$ cat src/rtl/alu_div_pkg.sv
// Shared types and helpers for the sequential restoring divider.
// Result fields are sized to DIV_W_MAX; the divider supports 4 <= N <= DIV_W_MAX.
package alu_div_pkg;

    localparam int unsigned DIV_W_MAX = 32;

    typedef enum logic [1:0] {
        IDLE,
        CALC,
        DONE
    } div_state_t;

    typedef struct packed {
        logic [DIV_W_MAX-1:0] q;
        logic [DIV_W_MAX-1:0] r;
        logic                 zero;
        logic                 overflow;
        logic                 div_zero;
    } div_result_t;

    // Most negative two's-complement value of an n-bit word.
    function automatic logic [DIV_W_MAX-1:0] min_neg(input int unsigned n);
        return DIV_W_MAX'(1) << (n - 1);
    endfunction

endpackage

$ cat src/rtl/alu_div_step.sv
// One restoring division step: shift {rem, quo} left by one and subtract the
// divisor from the partial remainder when it fits.
module alu_div_step #(
    parameter int unsigned N = 32
) (
    input  logic [N-1:0] rem_i,
    input  logic [N-1:0] quo_i,
    input  logic [N-1:0] d_i,
    output logic [N-1:0] rem_o,
    output logic [N-1:0] quo_o
);

    logic [N:0] shifted;
    logic [N:0] diff;

    // Trial subtract; the borrow bit (diff[N]) says the divisor did not fit.
    always_comb begin
        shifted = {rem_i, quo_i[N-1]};
        diff    = shifted - {1'b0, d_i};
        if (!diff[N]) begin
            rem_o = diff[N-1:0];
            quo_o = {quo_i[N-2:0], 1'b1};
        end else begin
            rem_o = shifted[N-1:0];
            quo_o = {quo_i[N-2:0], 1'b0};
        end
    end

endmodule

$ cat src/rtl/alu_seq_divider.sv
// Multi-cycle restoring integer divider with valid/ready request and response
// channels. One subtract-and-shift step per clock; the first DONE cycle applies
// the sign fix-up and registers the result, so Out_Valid rises N+1 edges after
// accept (1 edge for divide-by-zero and MIN / -1).
// Optional feature: define ALU_DIV_SIGNED_EN to honour the Signed input
// (magnitude negation, result sign fix-up and the MIN / -1 Overflow case).
module alu_seq_divider
    import alu_div_pkg::*;
#(
    parameter int unsigned N = 32
) (
    input  logic         CLK,
    input  logic         nReset,
    input  logic         In_Valid,
    output logic         In_Ready,
    input  logic [N-1:0] A,
    input  logic [N-1:0] B,
    input  logic         Signed,
    output logic         Out_Valid,
    input  logic         Out_Ready,
    output logic [N-1:0] Q,
    output logic [N-1:0] R,
    output logic         Zero,
    output logic         Overflow,
    output logic         DivZero
);

    localparam int unsigned CW = $clog2(N);
    localparam logic [CW-1:0] LAST_STEP = CW'(N - 1);

    div_state_t  state_q, state_d;
    logic [CW-1:0] cnt_q, cnt_d;
    logic [N-1:0]  rem_q, rem_d;
    logic [N-1:0]  quo_q, quo_d;
    logic [N-1:0]  dvs_q, dvs_d;
    logic          dz_q, dz_d;
    logic          ovf_q, ovf_d;
    logic          valid_q, valid_d;
    div_result_t   res_q, res_d;

    logic [N-1:0]  step_rem, step_quo;
    logic [N-1:0]  a_mag, b_mag;
    logic [N-1:0]  spec_q;
    logic [N-1:0]  q_fix, r_fix;
    logic          div_zero, ovf_case, special, in_fire;

    // Request accepted only in IDLE and never while reset is held.
    assign In_Ready = (state_q == IDLE) && nReset;
    assign in_fire  = In_Valid && In_Ready;
    assign div_zero = (B == '0);
    assign special  = div_zero || ovf_case;

`ifdef ALU_DIV_SIGNED_EN
    localparam logic [N-1:0] MIN_NEG = N'(min_neg(N));

    logic a_neg, b_neg;
    logic q_neg_q, q_neg_d, r_neg_q, r_neg_d;

    assign a_neg    = Signed && A[N-1];
    assign b_neg    = Signed && B[N-1];
    assign ovf_case = Signed && (A == MIN_NEG) && (&B);
    assign a_mag    = a_neg ? -A : A;
    assign b_mag    = b_neg ? -B : B;
    assign spec_q   = ovf_case ? MIN_NEG : '1;
    assign q_neg_d  = !special && (a_neg ^ b_neg);
    assign r_neg_d  = !special && a_neg;
    assign q_fix    = q_neg_q ? -quo_q : quo_q;
    assign r_fix    = r_neg_q ? -rem_q : rem_q;

    // Result signs captured at accept; special cases are already final.
    always_ff @(posedge CLK or negedge nReset) begin
        if (!nReset) begin
            q_neg_q <= 1'b0;
            r_neg_q <= 1'b0;
        end else if (in_fire) begin
            q_neg_q <= q_neg_d;
            r_neg_q <= r_neg_d;
        end
    end
`else
    logic unused_signed;

    assign unused_signed = Signed;
    assign ovf_case      = 1'b0;
    assign a_mag         = A;
    assign b_mag         = B;
    assign spec_q        = '1;
    assign q_fix         = quo_q;
    assign r_fix         = rem_q;
`endif

    alu_div_step #(.N(N)) u_step (
        .rem_i (rem_q),
        .quo_i (quo_q),
        .d_i   (dvs_q),
        .rem_o (step_rem),
        .quo_o (step_quo)
    );

    // Next-state logic: accept/preload, N steps, finalise, then hold until consumed.
    always_comb begin
        // NOTE: every variable gets its hold value first so no path infers a latch.
        state_d = state_q;
        cnt_d   = cnt_q;
        rem_d   = rem_q;
        quo_d   = quo_q;
        dvs_d   = dvs_q;
        dz_d    = dz_q;
        ovf_d   = ovf_q;
        valid_d = valid_q;
        res_d   = res_q;
        unique case (state_q)
            IDLE: begin
                if (in_fire) begin
                    dz_d  = div_zero;
                    ovf_d = ovf_case;
                    if (special) begin
                        // Preload the final answer; the finalise cycle just registers it.
                        quo_d   = spec_q;
                        rem_d   = div_zero ? A : '0;
                        state_d = DONE;
                    end else begin
                        quo_d   = a_mag;
                        rem_d   = '0;
                        dvs_d   = b_mag;
                        cnt_d   = '0;
                        state_d = CALC;
                    end
                end
            end
            CALC: begin
                rem_d = step_rem;
                quo_d = step_quo;
                cnt_d = cnt_q + 1'b1;
                if (cnt_q == LAST_STEP) begin
                    state_d = DONE;
                end
            end
            DONE: begin
                if (!valid_q) begin
                    res_d.q        = DIV_W_MAX'(q_fix);
                    res_d.r        = DIV_W_MAX'(r_fix);
                    res_d.zero     = (q_fix == '0);
                    res_d.overflow = ovf_q;
                    res_d.div_zero = dz_q;
                    valid_d        = 1'b1;
                end else if (Out_Ready) begin
                    valid_d = 1'b0;
                    state_d = IDLE;
                end
            end
            default: state_d = IDLE;
        endcase
    end

    // State and datapath registers.
    always_ff @(posedge CLK or negedge nReset) begin
        // NOTE: the datapath is reset along with control so a mid-operation reset
        // leaves no stale result visible on Q/R/flags.
        if (!nReset) begin
            state_q <= IDLE;
            cnt_q   <= '0;
            rem_q   <= '0;
            quo_q   <= '0;
            dvs_q   <= '0;
            dz_q    <= 1'b0;
            ovf_q   <= 1'b0;
            valid_q <= 1'b0;
            res_q   <= '0;
        end else begin
            // NOTE: non-blocking assignments so every register samples pre-edge values.
            state_q <= state_d;
            cnt_q   <= cnt_d;
            rem_q   <= rem_d;
            quo_q   <= quo_d;
            dvs_q   <= dvs_d;
            dz_q    <= dz_d;
            ovf_q   <= ovf_d;
            valid_q <= valid_d;
            res_q   <= res_d;
        end
    end

    assign Out_Valid = valid_q;
    assign Q         = res_q.q[N-1:0];
    assign R         = res_q.r[N-1:0];
    assign Zero      = res_q.zero;
    assign Overflow  = res_q.overflow;
    assign DivZero   = res_q.div_zero;

endmodule

$ cat config.mk
export PLATFORM = sky130hd
export DESIGN_NAME = alu_seq_divider
export DESIGN_NICKNAME = d
export VERILOG_FILES = /design/src/rtl/alu_div_pkg.sv /design/src/rtl/alu_div_step.sv /design/src/rtl/alu_seq_divider.sv
export SDC_FILE = /design/constraint.sdc
export NUM_CORES = 1
export LEC_CHECK = 0
export CAP_MARGIN = 10
export CORE_ASPECT_RATIO = 1.4
export CORE_MARGIN = 2
export CORE_UTILIZATION = 45
export CTS_CLUSTER_SIZE = 25
export DETAILED_ROUTE_END_ITERATION = 6
export PLACE_DENSITY_LB_ADDON = 0.3
export SYNTH_ARGS = -nofsm -noshare
export SYNTH_HDL_FRONTEND = slang
export SYNTH_SLANG_ARGS = --single-unit
$ cat constraint.sdc
create_clock -name CLK -period 3.4 [get_ports CLK]
set_input_delay 1.02 -clock CLK [delete_from_list [all_inputs] [get_ports CLK]]
set_output_delay 1.02 -clock CLK [all_outputs]
set_load 0.005 [all_outputs]
After elaboration in Yosys (flattened, before gate mapping)
Cells that the tools add are included.
{"block": "word_totals", "output_inout_bits": 69, "regBits": 171}
{"block": "op_classes", "bitwise_logic": 2, "n_reduce_logical": 12, "eq_ne": 8, "addsub": 2, "n_mux": 19}
{"cell": "32-bit 2-to-1 mux", "n": 5}
{"cell": "32-bit one-hot mux with 2 select lines", "n": 2}
{"cell": "32-bit logical NOT", "n": 2}
{"cell": "33-bit by 32-bit subtractor with 33-bit output", "n": 1}
{"cell": "2-bit 2-to-1 mux", "n": 5}
{"cell": "5-bit 2-to-1 mux", "n": 2}
{"cell": "2-bit inequality test (second input constant)", "n": 5}
{"cell": "5-bit one-hot mux with 2 select lines", "n": 1}
{"cell": "2-bit one-hot mux with 3 select lines", "n": 1}
{"cell": "2-bit AND reduction", "n": 3}
{"cell": "3-bit AND reduction", "n": 2}
{"cell": "5-bit by 1-bit adder with 5-bit output (second input constant)", "n": 1}
{"cell": "5-bit equality test (second input constant)", "n": 1}
{"cell": "4-bit AND reduction", "n": 1}
{"cell": "1-bit 2-to-1 mux", "n": 3}
{"cell": "2-bit by 1-bit equality test with 1-bit output (second input constant)", "n": 1}
{"cell": "2-bit equality test (second input constant)", "n": 1}
{"cell": "1-bit logical AND", "n": 2}
{"cell": "2-bit logical NOT", "n": 1}
{"cell": "1-bit inverter", "n": 2}
{"cell": "2-bit nonzero test", "n": 1}

Depth between registers and ports, before layout
Gate-level depths: netlist of run 1.
{"block": "depth", "depth_word": 5, "mapped_depth": 13, "ltp_nobuf": 11}

By module
Synthesis of run 1 repeated with hierarchy kept, for this count alone.
{"block": "unflattened", "hier_cells": 871, "hier_area_um2": 9679.3}
{"mod": "alu_seq_divider", "instances": 1, "area_per_inst_um2": 7088.0, "cells_per_inst": 535, "seq_area_each_um2": 4279.1}
{"mod": "alu_div_step", "instances": 1, "area_per_inst_um2": 2591.2, "cells_per_inst": 336, "seq_area_each_um2": 0.0}

Least setup slack after synthesis of run 1
Ideal clock, no wire load.
{"block": "synth_timing", "path_kind": "register to register", "start": "register quo_q[31] (netlist: q_fix[31])", "end": "register rem_q[19] (netlist: r_fix[19])", "required_ps": 3272, "arrival_ps": 2689, "stages_incl_launch_ff": 14, "period_less_slack_ps": 2816, "path_buffers": 2, "setup_slack_ps": 584, "path_cell_list": "dfrtp_1 > inv_1 > ha_1 > fa_1 > nand2b_1 > a21oi_1 > o211ai_2 > nand3_2 > a2111oi_4 > or3_4 > buf_8 > buf_6 > o31ai_1 > a21oi_1"}
{"block": "synth_via", "elab_chain_cells": 3}
{"element": "from (decl)", "line_no": "alu_seq_divider.sv:34", "text": "logic [N-1:0] quo_q, quo_d;"}
{"element": "from (signal assigned)", "line_no": "alu_seq_divider.sv:175", "text": "quo_q <= quo_d;"}
{"element": "33-bit by 32-bit subtractor with 33-bit output", "line_no": "alu_div_step.sv:19", "text": "diff = shifted - {1'b0, d_i};"}
{"element": "32-bit 2-to-1 mux", "line_no": "alu_div_step.sv:20", "text": "if (!diff[N]) begin"}
{"element": "32-bit one-hot mux with 2 select lines", "line_no": "alu_seq_divider.sv:112", "text": "unique case (state_q)"}
{"element": "to (signal assigned)", "line_no": "alu_seq_divider.sv:174", "text": "rem_q <= rem_d;"}
{"element": "to (decl)", "line_no": "alu_seq_divider.sv:33", "text": "logic [N-1:0] rem_q, rem_d;"}
No other way between the ends.
A chain may end at the register's enable or synchronous reset.

Worst setup path after layout of run 1
{"block": "layout_timing", "start": "register rem_q[4] (netlist: r_fix[4])", "end": "register rem_q[4] (netlist: r_fix[4])"}
{"block": "layout_via", "elab_chain_cells": 3}
{"element": "33-bit by 32-bit subtractor with 33-bit output", "line_no": "alu_div_step.sv:19"}
{"element": "32-bit 2-to-1 mux", "line_no": "alu_div_step.sv:20"}
{"element": "32-bit one-hot mux with 2 select lines", "line_no": "alu_seq_divider.sv:112"}
No other way between the ends.

==> results of run 1 <==
[how the worst min path moves through the flow]
| stage | startpoint | end | slack [ns] |
|---|---|---|---|
| after floorplan | dz_q$_DFFE_PN0P_ | dz_q$_DFFE_PN0P_ | 0.44 |
| after global placement | dz_q$_DFFE_PN0P_ | dz_q$_DFFE_PN0P_ | 0.46 |
| after detailed placement | dz_q$_DFFE_PN0P_ | dz_q$_DFFE_PN0P_ | 0.46 |
| after CTS | dvs_q[0]$_DFFE_PN0P_ | dvs_q[0]$_DFFE_PN0P_ | 0.50 |
| after global routing | Q[0]$_DFFE_PN0P_ | Q[0]$_DFFE_PN0P_ | 0.52 |
| final | dvs_q[0]$_DFFE_PN0P_ | dvs_q[0]$_DFFE_PN0P_ | 0.50 |
[layout by cell type (no fill, tap or decap), types with 37 or more instances in the layout]
cell / n
a21oi_1: 56
buf_4: 37
clkdlybuf4s50_1: 134
dfrtp_1: 171
inv_1: 41
mux2_2: 67
nand2_1: 106
nor2_1: 55
nor3_1: 45
o21ai_0: 58
[sequential cells by signal, indices dropped and copies added (netlist names)]
| name | count |
|---|---|
| r_fix | 32 |
| DivZero | 1 |
| q_fix | 32 |
| cnt_q | 5 |
| state_q | 2 |
| Zero | 1 |
| Q | 32 |
| R | 32 |
| Out_Valid | 1 |
| dz_q | 1 |
| dvs_q | 32 |
[worst max-delay path: cells and delay by family, from the launching register on]
family | cells | cell delay (ns)
compound gates | 4 | 0.92
simple gates | 3 | 0.90
flops | 1 | 0.42
fa+ha+maj | 1 | 0.37
buf+inv | 1 | 0.20
mux | 1 | 0.16
[final cells by class]
| class | instances | area, um2 |
|---|---|---|
| Clock buffer | 18 | 439 |
| Clock inverter | 14 | 194 |
| Fill cell | 1820 | 8670 |
| Inverter | 41 | 154 |
| Multi-Input combinational cell | 698 | 4720 |
| Sequential cell | 171 | 4280 |
| Tap cell | 256 | 320 |
| Timing Repair Buffer | 176 | 1710 |
[cells by family after synthesis]
kind of cell    Yosys count  synth area share (%)
other cells               1                0.0400
mux                      86                  10.2
simple gates            303                  15.5
flops                   171                  45.7
fa+ha+maj                35                  4.76
xor+xnor                 25                  2.34
buf+inv                 100                  4.45
compound gates          248                  17.1
[metrics by stage]
stage,total power [mW],worst slack (ns)
floorplan,9.04,0.584
global placement,11.0,0.214
detailed placement,11.2,0.243
CTS,13.3,0.244
global route,14.4,0.0717
finish,13.3,0.270
[metal layers]
metal,up-vias,GRT usage (%),share of wire [%]
met4,0,5.91,1.4
met1,3748,32.3,45
met5,-,0,0
met2,248,38.5,49
met3,29,4.19,4.8
li1,3774,-,-
[timing repair]
action | 4_1_cts | 5_1_grt
setup endpoints to repair | 0 | 1
resized for setup | 0 | 1
hold buffers | 0 | 0
[report_power, final]
group	switching [mW]	internal, mW	total, mW
Sequential	0.703	2.90	3.61
Clock	0.853	1.25	2.10
Combinational	4.13	3.50	7.63
==> results.txt, run 1 <==
Synth Warn # = 0
CP max stage delay = 0.51 ns
vias per inst = 5.68
R2R Path Start = r_fix[4]$_DFFE_PN0P_
post-synth top area share = 45.7%
dpl cells = 1342
CP Capture Type = flop
Leak = 5.22 nW
CTS clk-pin slew, worst paths = 0.07 ns
routability cong. = 0.921
Reg2Reg Setup Slack = 0.27 ns
register area share after synthesis = 45.7%
Setup TNS Final = 0 ns
Buffers on Ports = 135
die width = 126 um
number of clock sinks = 171
htree depth = 4
largest cells by area after synthesis = dfrtp_1 46%, mux2_2 8.1%, ha_1 4.5%, nand2_1 4.2%, o21ai_0 3.1%
WHS = 0.504 ns
Period minus WS final = 3.13 ns
Post-Route WL = 25.0 mm
DRT Pass-1 Iters = 5
Worst VDD drop = 0.000441 V
top-count cell post-synth = dfrtp_1
Global Route Usage Sum = 23.4%
fin crit share = 92.1%
DRC violation count after routing = 0
Crit Path Class = reg2reg
site row count = 62
largest net degree at the start of global routing = 65
CP Launch Point = r_fix[4]$_DFFE_PN0P_
Max-slew headroom = 43.1%
via count of the first global-routing pass = 7813
initial antenna violation count = 0
DR WL/cell = 18.2 um
Post-synth top cells = 171 x dfrtp_1, 106 x nand2_1, 67 x mux2_2, 58 x nor2_1, 58 x o21ai_0
DP Wirelength = 18.5 mm
dominant cell type by area after synthesis = dfrtp_1
CTS Root Cell = clkbuf_16
TritonCTS clock tree = built
global-route wire length before repair = 41.3 mm
Initial Util = 45.7%
CP Cell Sequence = ha_1 > a21o_1 > a211o_1 > o211ai_2 > nand3_2 > and4_4 > or3_4 > buf_12 > mux2i_1 > a21oi_1
Primary FF master, synth = dfrtp_1
P&R area growth vs syn = 26.1%
total CTS buffers = 17
Final Util = 57.7%
number of synthesized flops with an enable pin = 0
Syn Nets = 1073
Netlist cell types = 63
DP Area = 0.0112 mm2
Syn Inst Count = 969
Core Area = 0.0205 mm2
initial drt markers = 572
clk_lat worst skew = 0.44 ns
Die Ht = 175 um
non-filler cells, final = 1374
Hold Path Depth = 2
Fmax = 319 MHz
Mapped Area = 0.00937 mm2
Power Dens Cells = 1130 mW/mm2
post-route ant nets = 0
Post-Layout Inst Area = 0.0118 mm2
setup bufs post-CTS = 0
die footprint = 0.0220 mm2
RSZ-0062 raised after global routing = no
ANT cells = 0
asr flop ratio synth = 100%
vias = 7799
r2r endpoint = r_fix[4]$_DFFE_PN0P_
Clock Skew = 0.00703 ns
share of layout cells above drive strength 1 = 14.2%
I/O Pins = 138
status = completed
worst path required time = 3.71 ns
worst setup path endpoint = r_fix[4]$_DFFE_PN0P_
crit-path max FO = 16
worst slew pin tran = 0.853 ns
nets = 1209
WP data arrival = 3.44 ns
setup violators final = 0
Hold Vio Cnt, Final = 0
Final Max Slew Viols = 0
worst hold path class = reg2reg
R2R cell count = 10
startpoint types = flop
deepest clock path buffer count = 2
slowest CP cell = or3_4
syn_area_per_cell = 9.67 um2
GRT overflow = 0
total of max-cap violations = 0
#FFs+latches synth = 171
(Power assumes the default switching activity.)
==> run 2, diff against run 1 <==
Settings changed: CELL_PAD_IN_SITES_DETAIL_PLACEMENT set to 1, CELL_PAD_IN_SITES_GLOBAL_PLACEMENT set to 2, CORE_UTILIZATION 45 to 34.
==> run 2 against run 1 <==
Net effect:
- global-route usage fell by 2.9 points
- register-to-register slack improved by 0.03 ns
- setup slack improved by 0.026 ns
- non-clock buffer count rose by 6
- utilization fell by 13 points
- count of clock-buffer cells in the layout rose by 2
- clock skew barely moved
- worst hold slack got worse by 0.14 ns
- routed wire length rose by 14%
- critical path type unchanged
- critical endpoint is now r_fix[17]$_DFFE_PN0P_
- largest cell class unchanged
- highest routed layer unchanged
==> results.txt, run 2 (same netlist as run 1, synthesis figures left out) <==
status = completed
initial antenna violation count = 0
via count of the first global-routing pass = 8274
htree depth = 4
worst hold path class = in2async
slowest CP cell = or3_4
GRT overflow = 0
Final Util = 44.4%
Crit path max-delay family = simple AND/OR/NAND/NOR gates
Clock Skew = 0.00752 ns
vias per inst = 5.26
share of layout cells above drive strength 1 = 14.5%
worst slew pin tran = 0.904 ns
initial drt markers = 369
CTS clk-pin slew, worst paths = 0.06 ns
deepest clock path buffer count = 2
Setup TNS Final = 0 ns
worst path required time = 3.69 ns
Leak = 5.27 nW
setup violators final = 0
total of max-cap violations = 0
Die Ht = 200 um
site row count = 71
Period minus WS final = 3.10 ns
die footprint = 0.0289 mm2
TritonCTS clock tree = built
fin crit share = 91.3%
Power Dens Cells = 1140 mW/mm2
DRC violation count after routing = 0
Final Max Slew Viols = 0
CP Capture Type = flop
crit-path max FO = 11
Initial Util = 34.7%
WP buf/inv = 1
WP data arrival = 3.40 ns
Post-Route WL = 28.6 mm
Global Route Usage Sum = 20.6%
Hold Vio Cnt, Final = 0
clk_lat worst skew = 0.44 ns
ANT cells = 0
Post-CTS Resized = 0
startpoint types = flop
largest net degree at the start of global routing = 169
CP dominant cell by count = a21oi_1
Fmax = 322 MHz
Worst VDD drop = 0.000445 V
number of clock sinks = 171
DP Wirelength = 21.3 mm
hold-fix buffer count after cts = 0
DR WL/cell = 19.2 um
P&R area growth vs syn = 28.0%
setup bufs post-CTS = 0
Crit Path Class = reg2reg
nets = 1215
CP max stage delay = 0.51 ns
I/O Pins = 138
Buffers on Ports = 135
post-route ant nets = 0
global-route wire length before repair = 46.4 mm
CP Cell Sequence = ha_1 > fa_1 > nand2b_1 > a21oi_1 > o211ai_2 > nand3_2 > a2111oi_4 > or3_4 > buf_4 > mux2i_1 > a21oi_1
most common cell after layout, fill and taps aside = dfrtp_1
routability cong. = 0.817
die width = 144 um
DRT Pass-1 Iters = 4
final worst slack = 0.296 ns
vias = 7827
Core Area = 0.0270 mm2
Max-slew headroom = 39.7%
RSZ-0062 raised after global routing = no
CTS Root Cell = clkbuf_16
total CTS buffers = 17
commonest cells after routing, fill and taps aside = 171 x dfrtp_1, 134 x clkdlybuf4s50_1, 106 x nand2_1, 67 x mux2_2, 58 x o21ai_0
Setup Slack @ Placement = 0.0964 ns
-- run 2: cell count changes in the layout (fill, tap and decap cells not counted), sizes merged --
cell	delta
buf	+6
bufinv	-1
clkbuf	+2
clkinv	+4
clkinvlp	-4
inv	-2
-- run 2: path summary, 6_finish.rpt --
kind / depth (start not counted) / end / startpoint / slack [ns]
max: 11 / r_fix[17]$_DFFE_PN0P_ / dvs_q[0]$_DFFE_PN0P_ / 0.30
min in group CLK: 1 / dz_q$_DFFE_PN0P_ / dz_q$_DFFE_PN0P_ / 0.49
max reg2reg: 11 / r_fix[17]$_DFFE_PN0P_ / dvs_q[0]$_DFFE_PN0P_ / 0.30
max in group asynchronous: 2 / dvs_q[5]$_DFFE_PN0P_ / nReset / 1.96
min: 1 / Q[21]$_DFFE_PN0P_ / nReset / 0.36
min reg2reg: 1 / dz_q$_DFFE_PN0P_ / dz_q$_DFFE_PN0P_ / 0.49
-- run 2: per-stage QoR --
step	instance area [um2]	total power [mW]	cells	hold WS, ns
finish	12000	13.6	1488	0.364
global route	12000	14.8	1488	0.346
CTS	12000	13.8	1488	0.345
detailed placement	11400	11.6	1457	0.469
global placement	11400	11.4	1457	0.467
floorplan	9370	9.04	969	0.444
-- run 2: routing by layer --
| layer | up-vias | global-route usage (%) | part of all wire [%] |
|---|---|---|---|
| li1 | 3774 | - | - |
| met2 | 106 | 34.9 | 50 |
| met4 | 0 | 5.62 | 1.5 |
| met5 | - | 0 | 0 |
| met3 | 26 | 2.70 | 2.2 |
| met1 | 3921 | 27.5 | 47 |
-- run 2: layout make-up --
type / count / area (um2)
Fill cell: 3077 / 15000
Clock inverter: 11 / 144
Tap cell: 365 / 457
Clock buffer: 20 / 467
Timing Repair Buffer: 182 / 1780
Multi-Input combinational cell: 698 / 4710
Sequential cell: 171 / 4280
Inverter: 41 / 154
-- run 2: report_power, final --
part	leakage, nW	internal [mW]	switching (mW)	total [mW]
Combinational	2.79	3.60	4.34	7.94
Sequential	2.17	2.90	0.741	3.64
Clock	0.302	1.21	0.849	2.06
